`src/rtl/wb_load_stage_pkg.sv`:
```
// Shared definitions for the writeback/load stage.
//   - LD_* : load operation encodings carried on in_ld_op
//   - wb_state_e : writeback FSM states
//   - RstEnable / WriteEnable / ZeroWord : common level and value constants
package wb_load_stage_pkg;

  localparam logic [2:0] LD_LB  = 3'd0;
  localparam logic [2:0] LD_LBU = 3'd1;
  localparam logic [2:0] LD_LH  = 3'd2;
  localparam logic [2:0] LD_LHU = 3'd3;
  localparam logic [2:0] LD_LW  = 3'd4;
  localparam logic [2:0] LD_LWL = 3'd5;
  localparam logic [2:0] LD_LWR = 3'd6;

  typedef enum logic [1:0] {
    ST_IDLE  = 2'd0,
    ST_WAIT  = 2'd1,
    ST_DRAIN = 2'd2
  } wb_state_e;

  localparam logic        RstEnable   = 1'b0;
  localparam logic        WriteEnable = 1'b1;
  localparam logic [31:0] ZeroWord    = 32'h0000_0000;

endpackage

```
`src/rtl/wb_load_stage_load_align.sv`:
```
// Combinational load extract/merge.
//   ld_op   : load operation (LD_* encoding; 7 behaves as LW)
//   addr_lo : effective address bits [1:0]
//   m       : aligned little-endian memory word
//   r       : old rt value, merge source for LWL/LWR
//   data    : value to write back
module wb_load_stage_load_align
  import wb_load_stage_pkg::*;
(
  input  logic [2:0]  ld_op,
  input  logic [1:0]  addr_lo,
  input  logic [31:0] m,
  input  logic [31:0] r,
  output logic [31:0] data
);

  logic [7:0]  b;
  logic [15:0] h;

  always_comb begin
    b = m[7:0];
    case (addr_lo)
      2'd0: b = m[7:0];
      2'd1: b = m[15:8];
      2'd2: b = m[23:16];
      2'd3: b = m[31:24];
      default: b = m[7:0];
    endcase
    // addr_lo[0] is ignored for halves; misaligned halves never reach here
    h = addr_lo[1] ? m[31:16] : m[15:0];
  end

  always_comb begin
    data = m;
    case (ld_op)
      LD_LB:  data = {{24{b[7]}}, b};
      LD_LBU: data = {24'h0, b};
      LD_LH:  data = {{16{h[15]}}, h};
      LD_LHU: data = {16'h0, h};
      LD_LWL: begin
        case (addr_lo)
          2'd0: data = {m[7:0],  r[23:0]};
          2'd1: data = {m[15:0], r[15:0]};
          2'd2: data = {m[23:0], r[7:0]};
          default: data = m;
        endcase
      end
      LD_LWR: begin
        case (addr_lo)
          2'd1: data = {r[31:24], m[31:8]};
          2'd2: data = {r[31:16], m[31:16]};
          2'd3: data = {r[31:8],  m[31:24]};
          default: data = m;
        endcase
      end
      default: data = m;
    endcase
  end

endmodule

```
`src/rtl/wb_load_stage.sv`:
```
// Writeback stage feeding the register-file write port.
// Accepts retiring MEM-stage results, waits for the data-memory response on
// loads, aligns/merges load data and emits one registered write per instruction.
//   clk, resetn        : clock, synchronous active-low reset
//   in_valid/in_ready  : MEM-stage handshake
//   in_wreg/in_waddr/in_wdata : write request (in_wdata = old rt for loads)
//   in_is_load/in_ld_op/in_addr_lo : load descriptor
//   mem_rsp_valid/mem_rdata : data-memory read response
//   flush              : squash anything not yet registered for write
//   wreg/waddr/wdata   : register-file write port (wreg is a one-cycle pulse)
//   load_busy          : a load is outstanding or being drained
//
// state    | meaning
// ST_IDLE  | ready for a new instruction
// ST_WAIT  | load accepted, waiting for memory response
// ST_DRAIN | load flushed, swallowing the response still owed
module wb_load_stage
  import wb_load_stage_pkg::*;
#(
  parameter int DATA_W  = 32,
  parameter int RADDR_W = 5
) (
  input  logic               clk,
  input  logic               resetn,
  input  logic               in_valid,
  output logic               in_ready,
  input  logic               in_wreg,
  input  logic [RADDR_W-1:0] in_waddr,
  input  logic [DATA_W-1:0]  in_wdata,
  input  logic               in_is_load,
  input  logic [2:0]         in_ld_op,
  input  logic [1:0]         in_addr_lo,
  input  logic               mem_rsp_valid,
  input  logic [DATA_W-1:0]  mem_rdata,
  input  logic               flush,
  output logic               wreg,
  output logic [RADDR_W-1:0] waddr,
  output logic [DATA_W-1:0]  wdata,
  output logic               load_busy
);

  wb_state_e          state_q, state_d;
  logic               wreg_q, wreg_d;
  logic [RADDR_W-1:0] waddr_q, waddr_d;
  logic [DATA_W-1:0]  wdata_q, wdata_d;

  logic               hold_wreg_q, hold_wreg_d;
  logic [RADDR_W-1:0] hold_waddr_q, hold_waddr_d;
  logic [DATA_W-1:0]  hold_rt_q, hold_rt_d;
  logic [2:0]         hold_op_q, hold_op_d;
  logic [1:0]         hold_lo_q, hold_lo_d;

  logic [DATA_W-1:0]  load_data;
  logic               accept;

  wb_load_stage_load_align u_align (
    .ld_op   (hold_op_q),
    .addr_lo (hold_lo_q),
    .m       (mem_rdata),
    .r       (hold_rt_q),
    .data    (load_data)
  );

  assign in_ready  = (resetn != RstEnable) && (state_q == ST_IDLE);
  assign accept    = in_valid && in_ready && !flush;
  assign load_busy = (state_q != ST_IDLE);

  assign wreg  = wreg_q;
  assign waddr = waddr_q;
  assign wdata = wdata_q;

  always_comb begin
    state_d      = state_q;
    wreg_d       = 1'b0;
    waddr_d      = waddr_q;
    wdata_d      = wdata_q;
    hold_wreg_d  = hold_wreg_q;
    hold_waddr_d = hold_waddr_q;
    hold_rt_d    = hold_rt_q;
    hold_op_d    = hold_op_q;
    hold_lo_d    = hold_lo_q;

    case (state_q)
      ST_IDLE: begin
        // A response seen here is stale (or same-cycle with the accept) and is ignored
        if (accept) begin
          if (in_is_load) begin
            hold_wreg_d  = in_wreg;
            hold_waddr_d = in_waddr;
            hold_rt_d    = in_wdata;
            hold_op_d    = in_ld_op;
            hold_lo_d    = in_addr_lo;
            state_d      = ST_WAIT;
          end else begin
            wreg_d  = (in_wreg && (in_waddr != '0)) ? WriteEnable : 1'b0;
            waddr_d = in_waddr;
            wdata_d = in_wdata;
          end
        end
      end
      ST_WAIT: begin
        if (mem_rsp_valid) begin
          state_d = ST_IDLE;
          if (!flush) begin
            wreg_d  = (hold_wreg_q && (hold_waddr_q != '0)) ? WriteEnable : 1'b0;
            waddr_d = hold_waddr_q;
            wdata_d = load_data;
          end
        end else if (flush) begin
          state_d = ST_DRAIN;
        end
      end
      ST_DRAIN: begin
        if (mem_rsp_valid) state_d = ST_IDLE;
      end
      default: state_d = ST_IDLE;
    endcase
  end

  always_ff @(posedge clk) begin
    if (resetn == RstEnable) begin
      state_q      <= ST_IDLE;
      wreg_q       <= 1'b0;
      waddr_q      <= '0;
      wdata_q      <= ZeroWord;
      hold_wreg_q  <= 1'b0;
      hold_waddr_q <= '0;
      hold_rt_q    <= ZeroWord;
      hold_op_q    <= 3'd0;
      hold_lo_q    <= 2'd0;
    end else begin
      state_q      <= state_d;
      wreg_q       <= wreg_d;
      waddr_q      <= waddr_d;
      wdata_q      <= wdata_d;
      hold_wreg_q  <= hold_wreg_d;
      hold_waddr_q <= hold_waddr_d;
      hold_rt_q    <= hold_rt_d;
      hold_op_q    <= hold_op_d;
      hold_lo_q    <= hold_lo_d;
    end
  end

endmodule

```
`config.mk`:
```
export PLATFORM = sky130hd
export DESIGN_NAME = wb_load_stage
export DESIGN_NICKNAME = d
export VERILOG_FILES = /design/src/rtl/wb_load_stage_pkg.sv /design/src/rtl/wb_load_stage_load_align.sv /design/src/rtl/wb_load_stage.sv
export SDC_FILE = /design/constraint.sdc
export NUM_CORES = 1
export LEC_CHECK = 0
export ABC_AREA = 1
export BUFFER_PORTS_ARGS = -buffer_cell sky130_fd_sc_hd__buf_2
export CORE_ASPECT_RATIO = 1.2
export CORE_UTILIZATION = 50
export CTS_CLUSTER_SIZE = 30
export DETAILED_ROUTE_END_ITERATION = 10
export PLACE_DENSITY = 0.74
export SETUP_SLACK_MARGIN = 0.4
export SLEW_MARGIN = 20
export SYNTH_ARGS = -nofsm -noshare
export SYNTH_HDL_FRONTEND = slang
export SYNTH_HIERARCHICAL = 1
export SYNTH_SLANG_ARGS = --single-unit
```
`constraint.sdc`:
```
create_clock -name clk -period 3.1 [get_ports clk]
set_input_delay 0.155 -clock clk [delete_from_list [all_inputs] [get_ports clk]]
set_output_delay 0.155 -clock clk [all_outputs]
set_load 0.01 [all_outputs]
```
# Word level (Yosys, flattened, before mapping)
# Cells that the tools add are included.
[totals]
wordCells = 70
rom_bits = 0
ff_bits = 83
mem_bits_rw = 0
n_memories = 0
output_inout_bits = 40
latchBits = 0
in_bits = 81
[classes]
n_div = 0
eq_ne = 17
muxes = 28
reduce_logical = 16
addsub = 0
n_bitwise = 0
order_cmp = 0
shift = 0
n_mul = 0
[ops]
columns = ["cell", "n"]
rows = [
  ["case mux 32 bit (3 select lines)", 2],
  ["case mux 32 bit (6 select lines)", 1],
  ["two-way mux 32 bit", 4],
  ["case mux 32 bit (2 select lines)", 1],
  ["case mux 8 bit (4 select lines)", 1],
  ["two-way mux 5 bit", 4],
  ["two-way mux 16 bit", 1],
  ["inequality test 2 bit (second input constant)", 6],
  ["two-way mux 2 bit", 5],
  ["case mux 5 bit (2 select lines)", 1],
  ["nonzero test 5 bit", 2],
  ["== test 2 bit (second input constant)", 3],
  ["== test 3 x 2 -> 1 bit (second input constant)", 2],
  ["== test 3 bit (second input constant)", 2],
  ["two-way mux 1 bit", 6],
  ["case mux 2 bit (3 select lines)", 1],
  ["logical AND 1 bit", 5],
  ["AND reduction 5 bit", 1],
  ["== test 2 x 1 -> 1 bit (second input constant)", 2],
  ["logical NOT 2 bit", 2],
  ["AND reduction 4 bit", 1],
  ["nonzero test 2 bit", 2],
  ["== test 3 x 1 -> 1 bit (second input constant)", 1],
  ["logical NOT 3 bit", 1],
  ["4 further kinds", 4],
]

# Longest topological paths before layout
[logic_depth]
ltp_word = 6
depth_mapped = 14
mapped_depth_nobuf = 13

# Modules after synthesis
# Netlist, hierarchy kept.
[by_module_without_submodules]
columns = ["mod", "seq_area_each_um2", "area_each_um2", "cells_per_inst", "n_inst"]
rows = [
  ["wb_load_stage", 1661.6, 3622.2, 523, 1],
  ["wb_load_stage_load_align", 0.0, 2478.6, 573, 1],
]

# Worst setup path after synthesis
# OpenSTA, ideal clock, no wires.
[synth_path]
path_type = "reg-to-reg"
startpoint = "reg hold_lo_q[1]"
endpoint = "reg wdata_q[7], in the netlist wdata[7]"
path_stages_with_launch = 12
n_path_buf = 2
required_ps = 3030
t_arrival_ps = 1542
setup_ps = 70
synth_period_minus_slack_ps = 1613
path_slack_ps = 1487
cell_sequence = "dfxtp_1 buf_4 nand2_4 clkinv_1 buf_2 a21oi_1 a21oi_1 a21oi_1 nand2_1 nand2_1 nand3_1 a21oi_1"
[synth_via]
elab_chain_cells = 6
word_cells_on_any_way = 12
classes_between = "3 x eq/ne; 8 x mux; 1 x reduce/logical"
[synth_rtl]
columns = ["item", "line_no", "rtl"]
rows = [
  ["from (decl)", "wb_load_stage.sv:51", "logic [1:0] hold_lo_q, hold_lo_d;"],
  ["from (signal assigned)", "wb_load_stage.sv:140", "hold_lo_q <= hold_lo_d;"],
  ["== test 2 bit (tied with other cells)", "wb_load_stage_load_align.sv:22, wb_load_stage_load_align.sv:49", ""],
  ["case mux 8 bit (4 select lines) (tied with other cells)", "wb_load_stage_load_align.sv:22", "case (addr_lo)"],
  ["case mux 32 bit (6 select lines) (*)", "wb_load_stage_load_align.sv:35", "case (ld_op)"],
  ["named net load_data[7]", "wb_load_stage.sv:53", "logic [DATA_W-1:0] load_data;"],
  ["two-way mux 32 bit (*)", "wb_load_stage.sv:104", "if (!flush) begin"],
  ["two-way mux 32 bit (*)", "wb_load_stage.sv:102", "if (mem_rsp_valid) begin"],
  ["case mux 32 bit (2 select lines) (*)", "wb_load_stage.sv:83", "case (state_q)"],
  ["to (signal assigned)", "wb_load_stage.sv:125", "wdata_q <= ZeroWord;"],
  ["to (signal assigned)", "wb_load_stage.sv:135", "wdata_q <= wdata_d;"],
  ["to (decl)", "wb_load_stage.sv:45", "logic [DATA_W-1:0] wdata_q, wdata_d;"],
]
# The timed path passes the listed nets; every way through them passes the cells marked *. The select of a mux whose other input is x is not followed.
# A chain may end at the register's enable or synchronous reset.

# Final worst setup path
[layout_path]
startpoint = "reg hold_lo_q[1]"
endpoint = "reg wdata_q[31], in the netlist wdata[31]"
# The elaborated chain is that of the path after synthesis.

==> impl_results.md <==
- Synth Net Count: around 1200
- First-pass GRT wire length: 35590 um
- Peak supply drop: between 0.0003 and 0.0004 V
- Most frequent CP cell: nand2_1
- CTS Buf Count: 9
- CP Max Fanout: 24
- Power share of the clock group: 0.379
- Hold wc startpoint: in_ld_op[0]
- I/O Buffers: 120
- Sw frac: 0.3237
- Via count: around 7600
- Post-synthesis register bit count: 83
- Setup violators final: 0
- Ant diodes: 0
- 1st-iter DRT viols: ~960
- DIE HEIGHT: ~120 um
- Post-Synthesis Cells: 1096
- Crit path buf inv count: 2
- Synth Cell Area: 0.006101 sq mm
- DR DRC count: 0
- DR pass1 iterations: 7
- Sequential share of power: 0.420
- Root buf cell: clkbuf_16
- RSZ-0062 raised after global routing: false
- Crit path max-delay cell type: dfxtp_2
- F_max: ~400 MHz
- Worst path cell trace: clkinvlp_4, nand2_1, nand3_1, nand2_1, nand2_2, nand3_1, nand2_1, inv_1, nand2_1, nand2_1, nand3_1, a21oi_1
- Largest net degree at the start of global routing: 45
- RR Startpoint: hold_lo_q[1]
- Reg2reg end: wdata[31]
- Outcome: complete, no violations
- H-tree depth: 3
- Clock sink total: 83
- Reg2reg setup slack: ~0.62 ns
- WL final: between 20000 and 25000 um
- Post-CTS sizing: 0
- Rows: between 40 and 50
- Skew-Pair Late Insertion Delay: around 0.34 ns
- Routed length per instance: 17.02 um
- Slew @ Worst Pin: roughly 0.95 ns
- Post-route ant nets: 0
- Setup TNS Final: 0 ns
- Most common cell after layout, fill and taps aside: nand2_1
- # nets final: approximately 1300
- Pre-CTS setup slack: between 0.6 and 0.7 ns
- Psw: 0.8750 mW
- Routed vias/inst: about 5.7
- Fraction of layout cells with a size suffix above 1: 0.1550
- Worst reg-to-reg path cell count: 12
- Chip width: 102.8 um
- Relative slew slack: 0.3652
- Worst Setup Path Type: register to register
- Worst Hold Class: primary input to register
- GPL Wtd Cong: 1.016
- Final Power: about 2.7 mW
- Clock buffer depth: 2
- WHS Endpoint: hold_op_q[0]
- Avg Cell Area, Syn: 5.566 sq um
- Startpoint Class: register
- Initial antenna violation count: 0
- Most frequent cells in the layout: nand2_1, nand3_1, buf_2, a21oi_1, nor2_1
- Critical path arrival: approximately 2.8 ns
- Min Clock Period, post-route: ~2.5 ns
- HPWL after DPL: around 16000 um
- CP peak stage delay: between 0.6 and 0.7 ns
- PwrDens: a little under 400 mW/mm^2
- CP top delay family: simple AND/OR/NAND/NOR gates
- Final Cycle Share: 0.7990
- Combinational share of power: 0.201
- Die area: about 0.013 sq mm
- Starting density of the core: 0.5202
- Postcts setup bufs: 0
- TritonCTS clock tree: yes
- Yosys cell types: 26
- Req. time, crit path: between 3 and 4 ns
- Total internal power: between 1.5 and 2 mW
- Crit end category: register
- Clock skew: 0.005803 ns
- Top Ports: 121
- Overflow after GRT: 0
- P_leak: 3.322 nW
- Core box area: roughly 0.012 sq mm
- Final hold vios: 0
- CTS Hold Buffers Added: 0
- YS warnings: 6
- Number of global-route vias before repair: 6863
- Max Slew Vio Count: 0
- Max Cap Viol: 0
- Design area: 0.007002 sq mm
- Clock slew at reported path FFs: 0.07 ns
- Total GRT Usage: 0.3675
- Placed inst area: 0.006721 sq mm
- Sequential area share after synthesis: 0.2724
- Worst setup margin: slightly above 0.6 ns
- Min-Delay Path Depth: 3
- Area grow syn2layout: 14.77%
## synthesized netlist by cell type (all sizes together)
cell    number  area share
a21oi      114       0.094
a31oi        1      0.0010
buf         44       0.041
clkbuf      32       0.020
clkinv       2      0.0012
dfxtp       83        0.27
inv         77       0.047
nand2      371        0.23
nand3      165        0.14
nand3b       4      0.0049
nand4       12       0.012
nor2       113       0.071
nor3         3      0.0043
o211ai       3      0.0037
o21ai       65       0.055
or2          7      0.0072
## how the worst max path moves through the flow
stage                       startpoint        end  cells past startpoint
final                     hold_lo_q[1]  wdata[31]                     12
after global routing      hold_lo_q[1]  wdata[29]                     12
after CTS                 hold_lo_q[1]  wdata[31]                     12
after detailed placement  hold_lo_q[1]  wdata[27]                     12
after global placement    hold_lo_q[1]  wdata[15]                     13
after floorplan           hold_lo_q[1]   wdata[7]                     11
## stage by stage
stage | utilization | hold slack [ns] | instances
after floorplan | - | 0.2757 | 1096
after global placement | 0.5731 | 0.4322 | 1322
after detailed placement | 0.5731 | 0.4398 | 1322
after CTS | 0.5967 | 0.07850 | 1338
after global routing | 0.5970 | 0.08794 | 1338
final | 0.5970 | 0.08221 | 1338
## registers in the layout, summed over array words and instances (netlist names)
register and cells:
hold_op_q 3, hold_wreg_q 1, wreg 1, hold_rt_q 32, waddr 5, hold_waddr_q 5, state_q 2, hold_lo_q 2
wdata 32
## kinds of logic after synthesis
| logic type | share of synthesized area |
|---|---|
| AND/OR/NAND/NOR | 0.4660 |
| AO/OA/AOI/OAI | 0.1528 |
| buffers and inverters | 0.1089 |
| flip-flops | 0.2724 |
## cell type report
class | count | area [sq um]
clock buffers | 9 | 225.2
well taps | 157 | 196.4
fillers | 1289 | 4727
clock inverters | 7 | 51.30
multi-input cells | 858 | 3777
repair buffers | 145 | 788.3
flip-flops and latches | 83 | 1663
inverters | 79 | 300.3
## power by group through the flow
stage               sequential, mW  combinational, mW  clock [mW]
global route                  1.14              0.597        1.08
global placement              1.16              0.530           0
finish                        1.14              0.544        1.02
floorplan                     1.16              0.317           0
CTS                           1.14              0.534        1.03
detailed placement            1.16              0.530           0
## routing by layer
layer | track usage | vias to the layer above | wire [um]
li1 | - | 3694 | -
met1 | 0.4762 | 3357 | 9226
met2 | 0.5850 | 477 | 10250
met3 | 0.06840 | 86 | 2253
met4 | 0.1769 | 0 | 1049
met5 | 0 | - | 0
## tightest hold or removal path: stages
cell and delay [ns]:
buf_2 0.09, nand3_1 0.07, a21oi_1 0.06
(Power assumes the default switching activity.)
